$ cat config.mk
export PLATFORM = sky130hd
export DESIGN_NAME = body_integrator_flat
export DESIGN_NICKNAME = d
export VERILOG_FILES = /design/src/rtl/nbody_pkg.sv /design/src/rtl/body_integrator_if.sv /design/src/rtl/sat_add16.sv /design/src/rtl/body_integrator.sv /design/src/flat_wrapper.sv
export SDC_FILE = /design/constraint.sdc
export NUM_CORES = 1
export LEC_CHECK = 0
export CAP_MARGIN = 10
export CORE_ASPECT_RATIO = 0.9
export CORE_UTILIZATION = 40
export DETAILED_ROUTE_END_ITERATION = 7
export MAX_ROUTING_LAYER = met4
export PLACE_DENSITY = 0.61
export RECOVER_POWER = 25
export SLEW_MARGIN = 20
export SYNTH_ARGS = -nofsm -noshare
export SYNTH_HDL_FRONTEND = slang
export SYNTH_SLANG_ARGS = --single-unit
$ cat constraint.sdc
create_clock -name clk -period 20.3 [get_ports clk]
set_clock_uncertainty 0.1 [all_clocks]
set_input_delay 4.06 -clock clk [delete_from_list [all_inputs] [get_ports clk]]
set_output_delay 4.06 -clock clk [all_outputs]
set_load 0.02 [all_outputs]
$ cat src/rtl/nbody_pkg.sv
// nbody_pkg -- shared types and helpers for the N-body engine.
//   body_t      : packed body record {x, y, vx, vy, mass}, 80 bits, x in the MSBs.
//                 Position/velocity fields are signed Q-format 16-bit, mass is unsigned.
//   S16_MAX/MIN : clamp limits for signed 16-bit fields.
//   sat16       : clamps a 33-bit signed value into the signed 16-bit range.
//   neg_sat16   : saturating negation (-32768 maps to 32767).
// Shared by the integrator, the force calculator and the simulation top.
package nbody_pkg;

   typedef struct packed {
      logic signed [15:0] x;
      logic signed [15:0] y;
      logic signed [15:0] vx;
      logic signed [15:0] vy;
      logic        [15:0] mass;
   } body_t;

   localparam logic signed [15:0] S16_MAX = 16'sh7FFF;
   localparam logic signed [15:0] S16_MIN = 16'sh8000;

   function automatic logic signed [15:0] sat16(input logic signed [32:0] v);
      if (v > 33'sd32767) begin
         return S16_MAX;
      end else if (v < -33'sd32768) begin
         return S16_MIN;
      end
      return v[15:0];
   endfunction

   function automatic logic signed [15:0] neg_sat16(input logic signed [15:0] v);
      if (v == S16_MIN) begin
         return S16_MAX;
      end
      return -v;
   endfunction

endpackage

$ cat src/rtl/body_integrator_if.sv
// body_integrator_if -- streaming handshake bundle around the integrator.
//   in_valid/in_ready   : input record handshake
//   in_body             : body record to integrate
//   in_fx/in_fy         : signed 32-bit accumulated force sums
//   out_valid/out_ready : output record handshake
//   out_body            : integrated body record
// Modports: master = producer of records / consumer of results,
//           slave  = the integrator itself.
interface body_integrator_if;
   import nbody_pkg::*;

   logic               in_valid;
   logic               in_ready;
   body_t              in_body;
   logic signed [31:0] in_fx;
   logic signed [31:0] in_fy;
   logic               out_valid;
   logic               out_ready;
   body_t              out_body;

   modport master (
      output in_valid, in_body, in_fx, in_fy, out_ready,
      input  in_ready, out_valid, out_body
   );

   modport slave (
      input  in_valid, in_body, in_fx, in_fy, out_ready,
      output in_ready, out_valid, out_body
   );

endinterface

$ cat src/rtl/sat_add16.sv
// sat_add16 -- combinational signed 16-bit + signed 32-bit saturating adder.
//   a     : signed 16-bit operand
//   b     : signed 32-bit operand
//   sum   : a + b clamped to [-32768, 32767]
//   clamp : high when the exact sum fell outside the 16-bit range
// The sum is formed at 33 bits so no intermediate overflow is possible.
module sat_add16
   import nbody_pkg::*;
(
   input  logic signed [15:0] a,
   input  logic signed [31:0] b,
   output logic signed [15:0] sum,
   output logic               clamp
);

   logic signed [32:0] wide;

   assign wide  = $signed({{17{a[15]}}, a}) + $signed({b[31], b});
   assign sum   = sat16(wide);
   assign clamp = (wide > 33'sd32767) || (wide < -33'sd32768);

endmodule

$ cat src/rtl/body_integrator.sv
// body_integrator -- semi-implicit Euler update of one body per cycle.
//   clk         : system clock
//   reset       : synchronous, active-high; flushes all in-flight records
//   bus         : body_integrator_if.slave (in/out valid-ready streams)
//   clear_flags : clears sat_flag (a coincident new saturation wins)
//   sat_flag    : sticky, set when any velocity or position update clamps
//   out_count   : output handshakes, wraps modulo 2^CNT_W
// Pipeline: S1 registers body and dv = f >>> DT_SHIFT, S2 registers the
// clamped velocities, S3 registers the clamped positions (this is out_body).
// All stages advance together on adv = !out_valid || out_ready.
// Optional feature: define NBODY_BOUNCE_EN to reflect velocity on a clamped
// position (reflecting walls); otherwise velocity is left unchanged.
module body_integrator
   import nbody_pkg::*;
#(
   parameter int DT_SHIFT  = 4,
   parameter int POS_SHIFT = 2,
   parameter int CNT_W     = 8
) (
   input  logic               clk,
   input  logic               reset,
   body_integrator_if.slave   bus,
   input  logic               clear_flags,
   output logic               sat_flag,
   output logic [CNT_W-1:0]   out_count
);

   logic adv;
   assign adv          = !bus.out_valid || bus.out_ready;
   assign bus.in_ready = adv;

   logic  s1_valid, s2_valid, s3_valid;
   body_t s1_body, s2_body, s3_body;
   body_t s2_next, s3_next;

   logic signed [31:0] in_f      [2];
   logic signed [31:0] s1_dvel   [2];
   logic signed [15:0] vel_in    [2];
   logic signed [15:0] vel_new   [2];
   logic signed [15:0] vel_s2    [2];
   logic signed [15:0] pos_in    [2];
   logic signed [31:0] dpos      [2];
   logic signed [15:0] pos_new   [2];
   logic signed [15:0] vel_out   [2];
   logic [1:0]         vel_clamp;
   logic [1:0]         pos_clamp;

   assign in_f[0]   = bus.in_fx;
   assign in_f[1]   = bus.in_fy;
   assign vel_in[0] = s1_body.vx;
   assign vel_in[1] = s1_body.vy;
   assign vel_s2[0] = s2_body.vx;
   assign vel_s2[1] = s2_body.vy;
   assign pos_in[0] = s2_body.x;
   assign pos_in[1] = s2_body.y;

   genvar gi;
   generate
      for (gi = 0; gi < 2; gi++) begin : g_axis
         // Arithmetic shift floors toward -inf, so tiny negative forces still nudge velocity.
         always_ff @(posedge clk) begin
            if (adv) begin
               s1_dvel[gi] <= in_f[gi] >>> DT_SHIFT;
            end
         end

         sat_add16 u_vel (
            .a     (vel_in[gi]),
            .b     (s1_dvel[gi]),
            .sum   (vel_new[gi]),
            .clamp (vel_clamp[gi])
         );

         // Shift at 16 bits then sign-extend into the adder's wide operand.
         assign dpos[gi] = 32'(vel_s2[gi] >>> POS_SHIFT);

         sat_add16 u_pos (
            .a     (pos_in[gi]),
            .b     (dpos[gi]),
            .sum   (pos_new[gi]),
            .clamp (pos_clamp[gi])
         );

`ifdef NBODY_BOUNCE_EN
         assign vel_out[gi] = pos_clamp[gi] ? neg_sat16(vel_s2[gi]) : vel_s2[gi];
`else
         assign vel_out[gi] = vel_s2[gi];
`endif
      end
   endgenerate

   always_comb begin
      s2_next    = s1_body;
      s2_next.vx = vel_new[0];
      s2_next.vy = vel_new[1];
   end

   always_comb begin
      s3_next    = s2_body;
      s3_next.x  = pos_new[0];
      s3_next.y  = pos_new[1];
      s3_next.vx = vel_out[0];
      s3_next.vy = vel_out[1];
   end

   // Data registers only need an enable; valids and the visible output are reset.
   always_ff @(posedge clk) begin
      if (adv) begin
         s1_body <= bus.in_body;
         s2_body <= s2_next;
      end
   end

   always_ff @(posedge clk) begin
      if (reset) begin
         s1_valid <= 1'b0;
         s2_valid <= 1'b0;
         s3_valid <= 1'b0;
         s3_body  <= '0;
      end else if (adv) begin
         s1_valid <= bus.in_valid;
         s2_valid <= s1_valid;
         s3_valid <= s2_valid;
         s3_body  <= s3_next;
      end
   end

   assign bus.out_valid = s3_valid;
   assign bus.out_body  = s3_body;

   // Clamps on stale data in empty stages are masked by the stage valid.
   logic sat_set;
   assign sat_set = adv && ((s1_valid && (|vel_clamp)) || (s2_valid && (|pos_clamp)));

   always_ff @(posedge clk) begin
      if (reset) begin
         sat_flag <= 1'b0;
      end else if (sat_set) begin
         sat_flag <= 1'b1;
      end else if (clear_flags) begin
         sat_flag <= 1'b0;
      end
   end

   always_ff @(posedge clk) begin
      if (reset) begin
         out_count <= '0;
      end else if (bus.out_valid && bus.out_ready) begin
         out_count <= out_count + 1'b1;
      end
   end

endmodule

$ cat src/flat_wrapper.sv
// flat-port wrapper written by rule: the top's interface ports become plain ports
module body_integrator_flat import nbody_pkg::*;
#(
   parameter int DT_SHIFT  = 4,
   parameter int POS_SHIFT = 2,
   parameter int CNT_W     = 8
)
  (clk, reset, clear_flags, sat_flag, out_count, bus_in_valid, bus_in_body, bus_in_fx, bus_in_fy, bus_out_ready, bus_in_ready, bus_out_valid, bus_out_body);
  body_integrator_if bus_i ();
  input  logic clk;
  input  logic reset;
  input  logic clear_flags;
  output logic sat_flag;
  output logic [CNT_W-1:0] out_count;
  input wire logic [$bits(bus_i.in_valid)-1:0] bus_in_valid;
  input wire logic [$bits(bus_i.in_body)-1:0] bus_in_body;
  input wire logic [$bits(bus_i.in_fx)-1:0] bus_in_fx;
  input wire logic [$bits(bus_i.in_fy)-1:0] bus_in_fy;
  input wire logic [$bits(bus_i.out_ready)-1:0] bus_out_ready;
  output wire logic [$bits(bus_i.in_ready)-1:0] bus_in_ready;
  output wire logic [$bits(bus_i.out_valid)-1:0] bus_out_valid;
  output wire logic [$bits(bus_i.out_body)-1:0] bus_out_body;
  assign bus_i.in_valid = bus_in_valid;
  assign bus_i.in_body = bus_in_body;
  assign bus_i.in_fx = bus_in_fx;
  assign bus_i.in_fy = bus_in_fy;
  assign bus_i.out_ready = bus_out_ready;
  assign bus_in_ready = bus_i.in_ready;
  assign bus_out_valid = bus_i.out_valid;
  assign bus_out_body = bus_i.out_body;
  body_integrator #(.DT_SHIFT(DT_SHIFT), .POS_SHIFT(POS_SHIFT), .CNT_W(CNT_W)) u_core (.clk(clk), .reset(reset), .bus(bus_i), .clear_flags(clear_flags), .sat_flag(sat_flag), .out_count(out_count));
endmodule
==> flow_summary.json <==
{
  "end_kind": "output port",
  "vias": 10648,
  "final_layout_size_suffix_gt1_share_pct": 5.751,
  "nets": 1780,
  "firstDrtPassIters": 7,
  "arrival_ns": 5.90,
  "powerDensity_nw_per_um2": 105.5,
  "synthCells": 1317,
  "yosysUniqueCellTypes": 75,
  "synth_ff_type": "edfxtp_1",
  "relSlewSlack_pct": 30.35,
  "drcViolationCount": 0,
  "cp.depth": 4,
  "antenna_found_initial": 3,
  "hold_depth": 0,
  "timing.setup.tns_ns": 0,
  "hold_class": "reg -> reg",
  "root_buffer": "clkbuf_16",
  "grt_pass1_vias": 10073,
  "viasPerCell": 5.209,
  "p_leak_nw": 7.236,
  "htreeDepth": 2,
  "hpwl_um": 23510,
  "setup_violations": 0,
  "clock_sinks": 308,
  "synth_enable_flop_cells": 216,
  "cp_num_buf_inv": 3,
  "drt_iter0_drc": 543,
  "grt_first_pass_wirelength_um": 51910,
  "totalPowerFinal_mw": 1.977,
  "cp.required_ns": 16.14,
  "worst_ir_drop_vdd_v": 0.00006162,
  "core-area_um2": 36170,
  "finalCritPeriodShare_pct": 49.58,
  "worstMarginPinSlew_ns": 1.045,
  "clkTransAtPathRegs_ns": 0.06,
  "gp_congestion": 0.8387,
  "multiInputGateArea_um2": 6102,
  "grt_use_total_pct": 17.86,
  "die_x_um": 204.1,
  "fin_crit_ns": 10.06,
  "ys_warn_count": 0,
  "ctsResizeCount": 0,
  "fmaxAchievable_mhz": 99.36,
  "cp_top_family": "buffers and inverters",
  "syn_area_um2": 14710,
  "drv_slew": 0,
  "rows": 66,
  "dieArea_um2": 37540,
  "overflow": 0,
  "port_buffers": 231,
  "die_h_um": 183.9,
  "postRouteAntennaNets": 0,
  "wl_per_cell_um": 16.28,
  "critical_path_class": "in -> out",
  "critPathMaxFanout": 97,
  "place_ws_ns": 10.17,
  "cp_slowest_cell": "clkdlybuf4s50_1",
  "post-cts-setup-buffers": 0,
  "num-fill-cells": 3175,
  "slowest_delay_ns": 0.73,
  "start_util_pct": 40.66,
  "drv_cap": 0,
  "status": "complete, no violations",
  "fin_ws_ns": 10.24,
  "io_pins": 240,
  "cts-hold-fix-buffers": 0,
  "crit_chain": "clkdlybuf4s50_1 > nor2b_4 > inv_8 > clkdlybuf4s50_1",
  "syn_nets": 1559,
  "seq_area_frac_synth_pct": 56.63,
  "async_reset_ff_share_pct": 0,
  "hold_viol": 0,
  "clk-insertion-delay-late_ns": 0.52,
  "start_kind": "primary input",
  "cts_buffers": 35,
  "cpMostUsedCell": "clkdlybuf4s50_1",
  "syn_area_per_cell_um2": 11.17,
  "grt_max_degree": 98,
  "cts_tree": "yes",
  "ys_ff_latch": 308,
  "rsz0062_at_grt": "no",
  "drt-total-wl_um": 33270,
  "area_growth_pct": 27.51,
  "r2r_cells": 13,
  "regArea_um2": 8328,
  "clockBufferDepth": 3
}
==> registers in the layout (all words and copies together) (netlist names) <==
signal,count
u_core.bus.out_body,80
u_core.s2_valid,1
u_core.s1_valid,1
u_core.s1_dvel,56
u_core.s2_body,20
u_core.dpos,28
u_core.sat_flag,1
u_core.pos_in,32
u_core.s1_body,80
u_core.out_count,8
u_core.bus.out_valid,1
==> worst register-to-register path, delay by kind of cell (launching register included) <==
family / cells / cell delay (ns)
compound gates: 8 / 2.54
simple gates: 2 / 0.85
fa+ha+maj: 2 / 0.72
flops: 1 / 0.44
xor+xnor: 1 / 0.19
==> metal layers <==
| metal | wire length (um) | track usage, % | up-vias | part of all wire [%] |
|---|---|---|---|---|
| met5 | 0 | - | - | 0 |
| met4 | 631 | 4.687 | 0 | 1.9 |
| met3 | 1556 | 3.173 | 49 | 4.7 |
| met2 | 14860 | 27.21 | 245 | 45 |
| met1 | 16230 | 24.48 | 4996 | 49 |
| li1 | - | - | 5358 | - |
==> path summary, 6_finish.rpt <==
kind	startpoint	to	slack, ns
setup / recovery	bus_out_ready	bus_in_ready	10.24
hold reg to reg	u_core.s1_body[52]	u_core.pos_in[4]	0.31
setup reg to reg	u_core.s1_body[32]	u_core.sat_flag	15.32
hold / removal	u_core.s1_body[52]	u_core.pos_in[4]	0.31
==> kinds of logic after synthesis <==
family | after synthesis | synth area share (%)
adders and majority gates | 95 | 8.253
DFF | 308 | 56.63
muxes | 5 | 0.3403
xor gates and xnor gates | 79 | 4.705
AOI/OAI and AO/OA | 390 | 16.68
buffers and inverters | 82 | 2.186
and+or+nand+nor | 358 | 11.21
==> final cells by class <==
class	count	area share, %
diodes	3	0.04003
clock buffers	45	5.258
clock inverters	19	1.395
inverters	29	0.6205
multi-input cells	927	32.54
flip-flops and latches	308	44.41
well taps	476	3.176
repair buffers	237	12.56
==> power by group <==
part           total [mW]  switching (mW)  internal (mW)
Clock               0.672           0.251          0.421
Combinational       0.512           0.281          0.230
Sequential          0.793          0.0424          0.751
Total                1.98           0.575           1.40
==> cells in the final DEF (no fill, tap or decap), types with 40 or more instances in the layout <==
cell type / instances
clkdlybuf4s50_1: 127
edfxtp_1: 216
xnor2_1: 45
dfxtp_1: 92
nand2_1: 147
nor2_1: 86
a21oi_1: 145
a211oi_1: 40
dlygate4sd3_1: 103
ha_1: 89
o21ai_0: 79
==> synth_stat cells (all sizes together), types with 10 or more instances <==
library cell | n | area share [%]
a211oi | 41 | 2.1
a21o | 41 | 2.1
a21oi | 145 | 4.9
a31oi | 11 | 0.47
clkbuf | 48 | 1.2
dfxtp | 92 | 13
edfxtp | 216 | 44
ha | 89 | 7.6
inv | 29 | 0.74
nand2 | 147 | 3.8
nand2b | 10 | 0.43
nand3 | 25 | 0.85
nand4 | 15 | 0.64
nor2 | 87 | 2.2
nor3 | 22 | 0.78
o211ai | 13 | 0.70
o21ai | 81 | 2.8
xnor2 | 47 | 2.8
xor2 | 32 | 1.9
==> through the flow <==
| stage | instances | instance area [um^2] | hold WS (ns) | utilization, % |
|---|---|---|---|---|
| 3_5_place_dp | 1977 | 17490 | 0.3045 | 48.34 |
| 2_1_floorplan | 1317 | 14710 | 0.3003 | - |
| 3_3_place_gp | 1977 | 17470 | 0.3013 | 48.31 |
| 6_report | 2044 | 18750 | 0.3067 | 51.84 |
| 5_1_grt | 2044 | 18750 | 0.3195 | 51.84 |
| 4_1_cts | 2041 | 18730 | 0.3047 | 51.79 |
Note: power is estimated with default switching activity, not from simulation.
